==> src/rtl/pipe_stage_reg.sv <==
// Single-beat valid/ready pipeline register; define PIPE_STAGE_SKID_EN to add a
// skid entry that makes in_ready a registered signal instead of a combinational one.
module pipe_stage_reg #(
    parameter int unsigned      WIDTH     = 32,
    parameter logic [WIDTH-1:0] RESET_VAL = '0
) (
    input  logic             clk,
    input  logic             rst,
    input  logic             flush,
    input  logic             in_valid,
    output logic             in_ready,
    input  logic [WIDTH-1:0] in_data,
    output logic             out_valid,
    input  logic             out_ready,
    output logic [WIDTH-1:0] out_data,
    output logic [1:0]       occupancy
);

    logic             main_valid_q, main_valid_d;
    logic [WIDTH-1:0] main_data_q, main_data_d;
    logic             in_xfer;
    logic             out_xfer;

    assign out_valid = main_valid_q;
    assign out_data  = main_data_q;
    assign out_xfer  = main_valid_q && out_ready;

`ifdef PIPE_STAGE_SKID_EN
    logic             skid_valid_q, skid_valid_d;
    logic [WIDTH-1:0] skid_data_q, skid_data_d;

    assign in_ready  = !skid_valid_q;
    assign in_xfer   = in_valid && !skid_valid_q;
    assign occupancy = {1'b0, main_valid_q} + {1'b0, skid_valid_q};

    always_comb begin
        main_valid_d = main_valid_q;
        main_data_d  = main_data_q;
        skid_valid_d = skid_valid_q;
        skid_data_d  = skid_data_q;
        if (flush) begin
            main_valid_d = 1'b0;
            skid_valid_d = 1'b0;
        end else if (skid_valid_q) begin
            // Skid full: inputs are blocked, the skid beat refills main on emit.
            if (out_ready) begin
                main_data_d  = skid_data_q;
                skid_valid_d = 1'b0;
            end
        end else if (in_xfer) begin
            if (!main_valid_q || out_ready) begin
                main_data_d  = in_data;
                main_valid_d = 1'b1;
            end else begin
                skid_data_d  = in_data;
                skid_valid_d = 1'b1;
            end
        end else if (out_xfer) begin
            main_valid_d = 1'b0;
        end
    end

    always_ff @(posedge clk or posedge rst) begin
        if (rst) begin
            main_valid_q <= 1'b0;
            main_data_q  <= RESET_VAL;
            skid_valid_q <= 1'b0;
            skid_data_q  <= '0;
        end else begin
            main_valid_q <= main_valid_d;
            main_data_q  <= main_data_d;
            skid_valid_q <= skid_valid_d;
            skid_data_q  <= skid_data_d;
        end
    end
`else
    assign in_ready  = !main_valid_q || out_ready;
    assign in_xfer   = in_valid && in_ready;
    assign occupancy = {1'b0, main_valid_q};

    always_comb begin
        main_valid_d = main_valid_q;
        main_data_d  = main_data_q;
        if (flush) begin
            main_valid_d = 1'b0;
        end else if (in_xfer) begin
            main_data_d  = in_data;
            main_valid_d = 1'b1;
        end else if (out_xfer) begin
            main_valid_d = 1'b0;
        end
    end

    always_ff @(posedge clk or posedge rst) begin
        if (rst) begin
            main_valid_q <= 1'b0;
            main_data_q  <= RESET_VAL;
        end else begin
            main_valid_q <= main_valid_d;
            main_data_q  <= main_data_d;
        end
    end
`endif

endmodule

==> config.mk <==
export PLATFORM = sky130hd
export DESIGN_NAME = pipe_stage_reg
export DESIGN_NICKNAME = d
export VERILOG_FILES = /design/src/rtl/pipe_stage_reg.sv
export SDC_FILE = /design/constraint.sdc
export NUM_CORES = 1
export LEC_CHECK = 0
export CELL_PAD_IN_SITES_DETAIL_PLACEMENT = 1
export CELL_PAD_IN_SITES_GLOBAL_PLACEMENT = 1
export CORE_AREA = 2 2 48 95
export CTS_BUF_LIST = sky130_fd_sc_hd__clkbuf_8
export CTS_CLUSTER_SIZE = 10
export DETAILED_ROUTE_END_ITERATION = 6
export DIE_AREA = 0 0 50 97
export GPL_TIMING_DRIVEN = 0
export PLACE_DENSITY = 0.85
export SLEW_MARGIN = 0
export SYNTH_ARGS = -nofsm -noshare
export SYNTH_HDL_FRONTEND = slang
export SYNTH_SLANG_ARGS = --single-unit
==> constraint.sdc <==
create_clock -name clk -period 2.8 [get_ports clk]
set_input_delay 0.42 -clock clk [delete_from_list [all_inputs] [get_ports clk]]
set_output_delay 0.42 -clock clk [all_outputs]
set_load 0.03 [all_outputs]
Word-level counts from Yosys, hierarchy flattened
Index checks and enable logic that the tools add are counted.
Cells by class
  eq/ne operators: 0
  magnitude comparators: 0
  divide/modulo/power cells: 0
  multiply operators: 0
  bitwise operators: 1
  add/subtract/negate cells: 0
  multiplexer cells: 3
  reduce and logical (&&, ||, !) cells: 6
  shifts and indexed selects: 0
Operators by type and width (number)
  $mux 1: 3
  $reduce_bool 3->1: 1
  $logic_and 1x1->1: 2
  $reduce_and 2->1: 1
  $logic_not 1->1: 1
  $logic_or 1x1->1: 1
  $not 1->1: 1
Word-level totals
  output and inout bits: 36
  bits in writable memories: 0
  input bits: 37
  bits in read-only memories: 0
  word-level logic and storage cells: 12
  bits in registers: 33
  memories kept: 0
  latch bits: 0

Longest topological paths before layout
Gate-level depths: netlist (run 1).
  depth in word-level cells: 5
  depth in mapped cells: 4

Worst setup path before layout (run 1)
No wires, ideal clock.
  path type: register to register
  start: register main_valid_q, in the netlist out_valid
  end: register main_data_q[0], in the netlist out_data[0]
  buffers on the path: 1
  arrival time: 1.454 ns
  path slack: 1.221 ns
  clock period less this slack: 1.579 ns
  setup time: 0.125 ns
  cell stages (with the launch flop): 5
  path through: dfrtp_1 > nor2b_4 > nor3b_4 > buf_6 > mux2_2
On the way
  word-level cells in the longest chain between the ends: 4
Ends and longest elaborated chain
  from (decl): line 19  | logic main_valid_q, main_valid_d;
  from (signal assigned): line 99  | main_valid_q <= main_valid_d;
  $logic_not 1->1: line 77  | assign in_ready = !main_valid_q || out_ready;
  $logic_or 1x1->1: line 77
  $logic_and 1x1->1: line 78  | assign in_xfer = in_valid && in_ready;
  $reduce_and 2->1 (no line)
  to (signal assigned): line 100  | main_data_q <= main_data_d;
  to (decl): line 20  | logic [WIDTH-1:0] main_data_q, main_data_d;
Every way passes these cells.
A chain may end at the register's enable or synchronous reset.

Final worst setup path (run 1)
  start: input out_ready
  end: output in_ready
On the way
  word-level cells in the longest chain between the ends: 1
Ends and longest elaborated chain
  from (decl): line 14  | input logic out_ready,
  $logic_or 1x1->1: line 77
  to (decl): line 11  | output logic in_ready,
Every way passes these cells.

==> run summary, run 1 <==
Worst Skew - 0.00587 ns
Switch Pwr - 0.460 mW
Met2 WL post-DR - 2110 um
Cell Area, Placed - 0.00206 sq mm
Final wirelength - 3400 um
Initial Util - 0.315
Cell mode on critical path - clkdlybuf4s50_1
Largest net degree at the start of global routing - 34
LEAKAGE - 0.897 nW
Drt wl/cell - 16.3 um
Layout cell share with drive strength beyond 1 - 0.287
Netlist cell types - 9
Final Slew Violations - 0
# H-tree levels - 2
Clk pwr share - 0.225
Sequential share of the synthesized area - 0.642
Die Wd - 50 um
Port Buffers - 71
Crit Path Max Fanout - 3
Final Critical Period - 2.10 ns
Via count - 935
# diodes - 0
Startpoint Class - input port
Max VDD drop - 399 uV
Grt ovf - 0
Clock Tree Root - clkbuf_8
Top sig layer - met4
Worst skew pair latency - 0.27 ns
#FFs+latches synth - 33
Clock-pin slew on the worst setup and hold paths - 0.07 ns
Power Internal - 0.977 mW
Clk sink count - 33
HPWL Detailed - 2630 um
F_max - 476 MHz
Critical path cell sequence - clkdlybuf4s50_1 -> nor2b_4 -> inv_1 -> clkdlybuf4s50_1
Critical Path AT - 1.68 ns
Residual DRC count - 0
CTS tree - built
Metal1 wirelength - 1030 um
Place WS - 0.689 ns
Vias per std cell - 4.47
Req. time, crit path - 2.38 ns
DRT Pass-1 Iters - 2
First-pass GRT wire length - 5500 um
Status - finished clean
Layout Cells excl Fill - 209
Worst Setup End Kind - output pin
Number of max-cap violations - 0
# setup viols final - 0
RSZ-0062 raised after global routing - false
Hold Path Class - in2async
Finished layout cell area - 0.00216 sq mm
Sequential Power Share - 0.418
Sw Share - 0.320
Detailed Route Iter0 Violations - 8
CTS Hold Bufs - 0
Nets@finish - 193
Initial antenna violation count - 0
Die height - 97 um
Final hold violations - 0
Setup bufs post-CTS - 0
Syn avg cell area - 16.7 sq um
Vias in the first global route - 1105
Pwr dens - 665 mW/mm^2
Final period utilization - 0.751
CORE AREA - 0.00409 sq mm
Synthesized cell area - 0.00129 sq mm
# resized after CTS - 0
Area growth syn-to-layout - 68.1%
Critical path's slowest cell - clkdlybuf4s50_1
TritonCTS Buffers - 5
DR WL met3 - 142 um
RD Place Congestion - 0.709
Final core occ - 0.529
Synth warn - 0
GRT Util Overall - 0.154
Buffer depth of the longest clock path - 2
Cells after Synth - 77
Post-Syn Nets - 114
Placed cells - 200
Die ar. - 0.00485 sq mm
Setup TNS Final - 0 ns
Core Rows - 33
Worst setup margin - 0.698 ns
Comb pwr share - 0.357
Antenna Nets Post-Route - 0
Slowest stage delay, CP - 0.65 ns
IO Pins - 73
Crit Path Class - in2out
power groups by stage:
| stage | combinational (mW) | clock (mW) | sequential (mW) |
|---|---|---|---|
| finish | 0.513 | 0.324 | 0.600 |
| floorplan | 0.107 | 0 | 0.766 |
| CTS | 0.517 | 0.338 | 0.601 |
| detailed placement | 0.515 | 0 | 0.610 |
| global route | 0.536 | 0.361 | 0.614 |
| global placement | 0.502 | 0 | 0.600 |
routing by layer:
layer | track usage | up-vias
met4 | 0.0897 | 0
li1 | - | 415
met3 | 0.0324 | 9
met1 | 0.141 | 470
met2 | 0.291 | 41
met5 | 0 | -
worst max-delay path: cells and delay by family:
family	cells	cell delay, ns
buffers and inverters	3	1.20
AND/OR/NAND/NOR	1	0.06
state kept, by name, indices dropped and copies added (netlist names):
register,flops
out_data,32
out_valid,1
cell type report:
type,count,area (sq um)
Sequential cell,33,826
Multi-Input combinational cell,37,404
Tap cell,52,65.1
Clock buffer,5,68.8
Fill cell,401,1930
Timing Repair Buffer,72,731
Inverter,2,7.51
Clock inverter,3,11.3
Buffer,5,48.8
stage by stage:
stage	total power [mW]	hold WS (ns)
3_3_place_gp	1.10	0.488
4_1_cts	1.46	0.511
2_1_floorplan	0.872	0.486
6_report	1.44	0.374
3_5_place_dp	1.12	0.495
5_1_grt	1.51	0.373
synth_stat cells:
cell      n  share of area
buf_4     2          0.012
buf_6     3          0.026
conb_1    1         0.0029
dfrtp_1  33           0.64
inv_1     2         0.0058
mux2_2   32           0.28
nor2_1    2         0.0058
nor2b_4   1          0.011
nor3b_4   1          0.015
worst paths after layout:
path                                       endpoint  cells after the start  slack (ns)                     from
hold / removal             out_data[16]$_DFFE_PP0P_                      2        0.37                      rst
max in group asynchronous  out_data[10]$_DFFE_PP0P_                      3        2.02                      rst
setup reg to reg            out_data[3]$_DFFE_PP0P_                      4        1.26    out_valid$_DFFE_PP0P_
min in group clk            out_data[4]$_DFFE_PP0P_                      1        0.51  out_data[4]$_DFFE_PP0P_
hold reg to reg             out_data[4]$_DFFE_PP0P_                      1        0.51  out_data[4]$_DFFE_PP0P_
setup / recovery                           in_ready                      4        0.70                out_ready
cells in the final DEF, fill, tap and decap left out:
master / instances
clkdlybuf4s50_1: 71
dfrtp_1: 33
mux2_2: 32
clkbuf_8: 5
inv_1: 4
buf_6: 3
nor2_1: 2
buf_4: 2
nor2b_4: 1
nor3b_4: 1
clkinv_1: 1
conb_1: 1
buf_12: 1
cell families after synthesis:
logic type    count (synthesis)  synth area share
buf+inv                       7            0.0438
flops                        33             0.642
mux                          32             0.280
other cells                   1           0.00292
simple gates                  4            0.0311
(Power assumes the default switching activity.)
==> run 2: changes to the inputs <==
--- a/config.mk
+++ b/config.mk
@@ -7,13 +7,13 @@
 export LEC_CHECK = 0
 export CELL_PAD_IN_SITES_DETAIL_PLACEMENT = 1
 export CELL_PAD_IN_SITES_GLOBAL_PLACEMENT = 1
-export CORE_AREA = 2 2 48 95
+export CORE_AREA = 2 2 50 98
 export CTS_BUF_LIST = sky130_fd_sc_hd__clkbuf_8
 export CTS_CLUSTER_SIZE = 10
 export DETAILED_ROUTE_END_ITERATION = 6
-export DIE_AREA = 0 0 50 97
+export DIE_AREA = 0 0 52 100
 export GPL_TIMING_DRIVEN = 0
-export PLACE_DENSITY = 0.85
+export PLACE_DENSITY = 0.79
 export SLEW_MARGIN = 0
 export SYNTH_ARGS = -nofsm -noshare
 export SYNTH_HDL_FRONTEND = slang
==> constraint.sdc (replaced) <==
create_clock -name clk -period 2 [get_ports clk]
set_input_delay 0.3 -clock clk [delete_from_list [all_inputs] [get_ports clk]]
set_output_delay 0.3 -clock clk [all_outputs]
set_load 0.03 [all_outputs]
==> run 2 against run 1 <==
- non-clock buffer count fell by 1
- register-to-register slack lost 0.81 ns
- critical path depth unchanged
- utilization decreased by 5.3 points
- worst setup slack lost 0.59 ns
- cell area shrank 0.64%
- via count decreased by 0.75%
- final cell count increased by 0.96%
- count of clock-buffer cells in the layout did not move
- clock skew down 0.0027 ns
- critical endpoint unchanged
==> run summary, run 2 (synthesis gave the netlist of run 1 again) <==
Commonest non-fill, non-tap cells in the layout - 71 x clkdlybuf4s50_1, 33 x dfrtp_1, 32 x mux2_2
Max reg flops - 32
Initial Util - 0.285
Clk sink count - 33
LEAKAGE - 0.889 nW
Die Wd - 52 um
Die height - 100 um
Placed cells - 203
RR Startpoint - out_valid$_DFFE_PP0P_
# diodes - 0
Setup TNS Final - 0 ns
Hold WS - 0.507 ns
RD Place Congestion - 0.615
Initial antenna violation count - 0
Worst hold path stage count - 1
Pwr dens - 934 mW/mm^2
Vias per std cell - 4.40
HPWL Detailed - 2330 um
Critical R2R Capture - out_data[1]$_DFFE_PP0P_
Final hold violations - 0
Layout cell share with drive strength beyond 1 - 0.295
Critical Path AT - 1.59 ns
Drt wl/cell - 14.3 um
Port Buffers - 71
Die ar. - 0.00520 sq mm
Filler cells - 476
Final Slew Violations - 0
Slew @ Worst Pin - 1.21 ns
Req. time, crit path - 1.70 ns
Max VDD drop - 584 uV
F_max - 528 MHz
Final Critical Period - 1.89 ns
DRT Pass-1 Iters - 4
First-pass GRT wire length - 4790 um
Status - finished clean
Crit Path Max Fanout - 3
Residual DRC count - 0
Area growth syn-to-layout - 67.0%
Setup bufs post-CTS - 0
Vias in the first global route - 1060
GRT Util Overall - 0.125
# setup viols final - 0
Detailed Route Iter0 Violations - 3
IO Pins - 73
Worst Setup End Kind - output pin
Most common library cell in the layout ignoring fill and taps - clkdlybuf4s50_1
Clock Tree Root - clkbuf_8
RSZ-0062 raised after global routing - false
# H-tree levels - 2
Number of max-cap violations - 0
R2R Setup Slk - 0.45 ns
Final core occ - 0.476
Worst skew pair latency - 0.28 ns
Buffer depth of the longest clock path - 2
Nets@finish - 192
Worst Skew - 0.00317 ns
CORE AREA - 0.00451 sq mm
Antenna Nets Post-Route - 0
Hold Path Class - reg2reg
TritonCTS Buffers - 5
Largest net degree at the start of global routing - 34
CP endpoint - in_ready
Grt ovf - 0
CTS tree - built
# resized after CTS - 0
Core Rows - 35
Final wirelength - 3020 um
R2R cell count - 4
CTS Hold Bufs - 0
Crit Path Class - in2out
Clock-pin slew on the worst setup and hold paths - 0.06 ns
Final period utilization - 0.947
Max-slew headroom - 0.191
Via count - 928
Worst setup startpoint - out_ready
Layout Cells excl Fill - 211
Startpoint Class - input port
[run 2: cell count changes in the layout (fill, tap and decap cells not counted), sizes merged]
cell,delta
buf,-1
clkinv,+1
inv,-1
[run 2: area by class of cell]
type / instances / area, sq um / share of cell area
buffer: 5 / 48.8 / 0.0227
clock inverter: 3 / 13.8 / 0.00641
timing repair buffer: 71 / 711 / 0.331
clock buffer: 5 / 68.8 / 0.0320
tap: 55 / 68.8 / 0.0320
multi-input combinational: 37 / 404 / 0.188
inverter: 2 / 7.51 / 0.00349
sequential: 33 / 826 / 0.384
[run 2: critical path, cell delays in order]
cell and delay, ns:
clkdlybuf4s50_1 0.50, nor2b_4 0.06, inv_1 0.05, clkdlybuf4s50_1 0.67
[run 2: where the power goes]
group | internal [mW] | switching (mW)
Sequential | 0.780 | 0.0551
Combinational | 0.353 | 0.356
Clock | 0.235 | 0.227
Total | 1.37 | 0.638
[run 2: stage by stage]
stage	total power [mW]	worst slack (ns)	cell area [sq um]
2_1_floorplan	1.22	0.421	1290
3_3_place_gp	1.55	0.125	2070
3_5_place_dp	1.56	0.0928	2070
4_1_cts	2.04	0.0905	2150
5_1_grt	2.11	0.0677	2150
6_report	2.01	0.106	2150
[run 2: worst min-delay path by stage]
stage / endpoint / slack, ns / start
floorplan: out_valid$_DFFE_PP0P_ / 0.37 / flush
global placement: out_data[16]$_DFFE_PP0P_ / 0.49 / out_data[16]$_DFFE_PP0P_
detailed placement: out_data[22]$_DFFE_PP0P_ / 0.50 / out_data[22]$_DFFE_PP0P_
CTS: out_data[22]$_DFFE_PP0P_ / 0.51 / out_data[22]$_DFFE_PP0P_
global route: out_data[7]$_DFFE_PP0P_ / 0.53 / out_data[7]$_DFFE_PP0P_
finish: out_data[18]$_DFFE_PP0P_ / 0.51 / out_data[18]$_DFFE_PP0P_
[run 2: routing by layer]
layer | up-vias | global-route usage | routed length [um]
li1 | 416 | - | -
met1 | 433 | 0.130 | 1130
met2 | 73 | 0.203 | 1360
met3 | 6 | 0.0744 | 478
met4 | 0 | 0.0425 | 47
met5 | - | 0 | 0
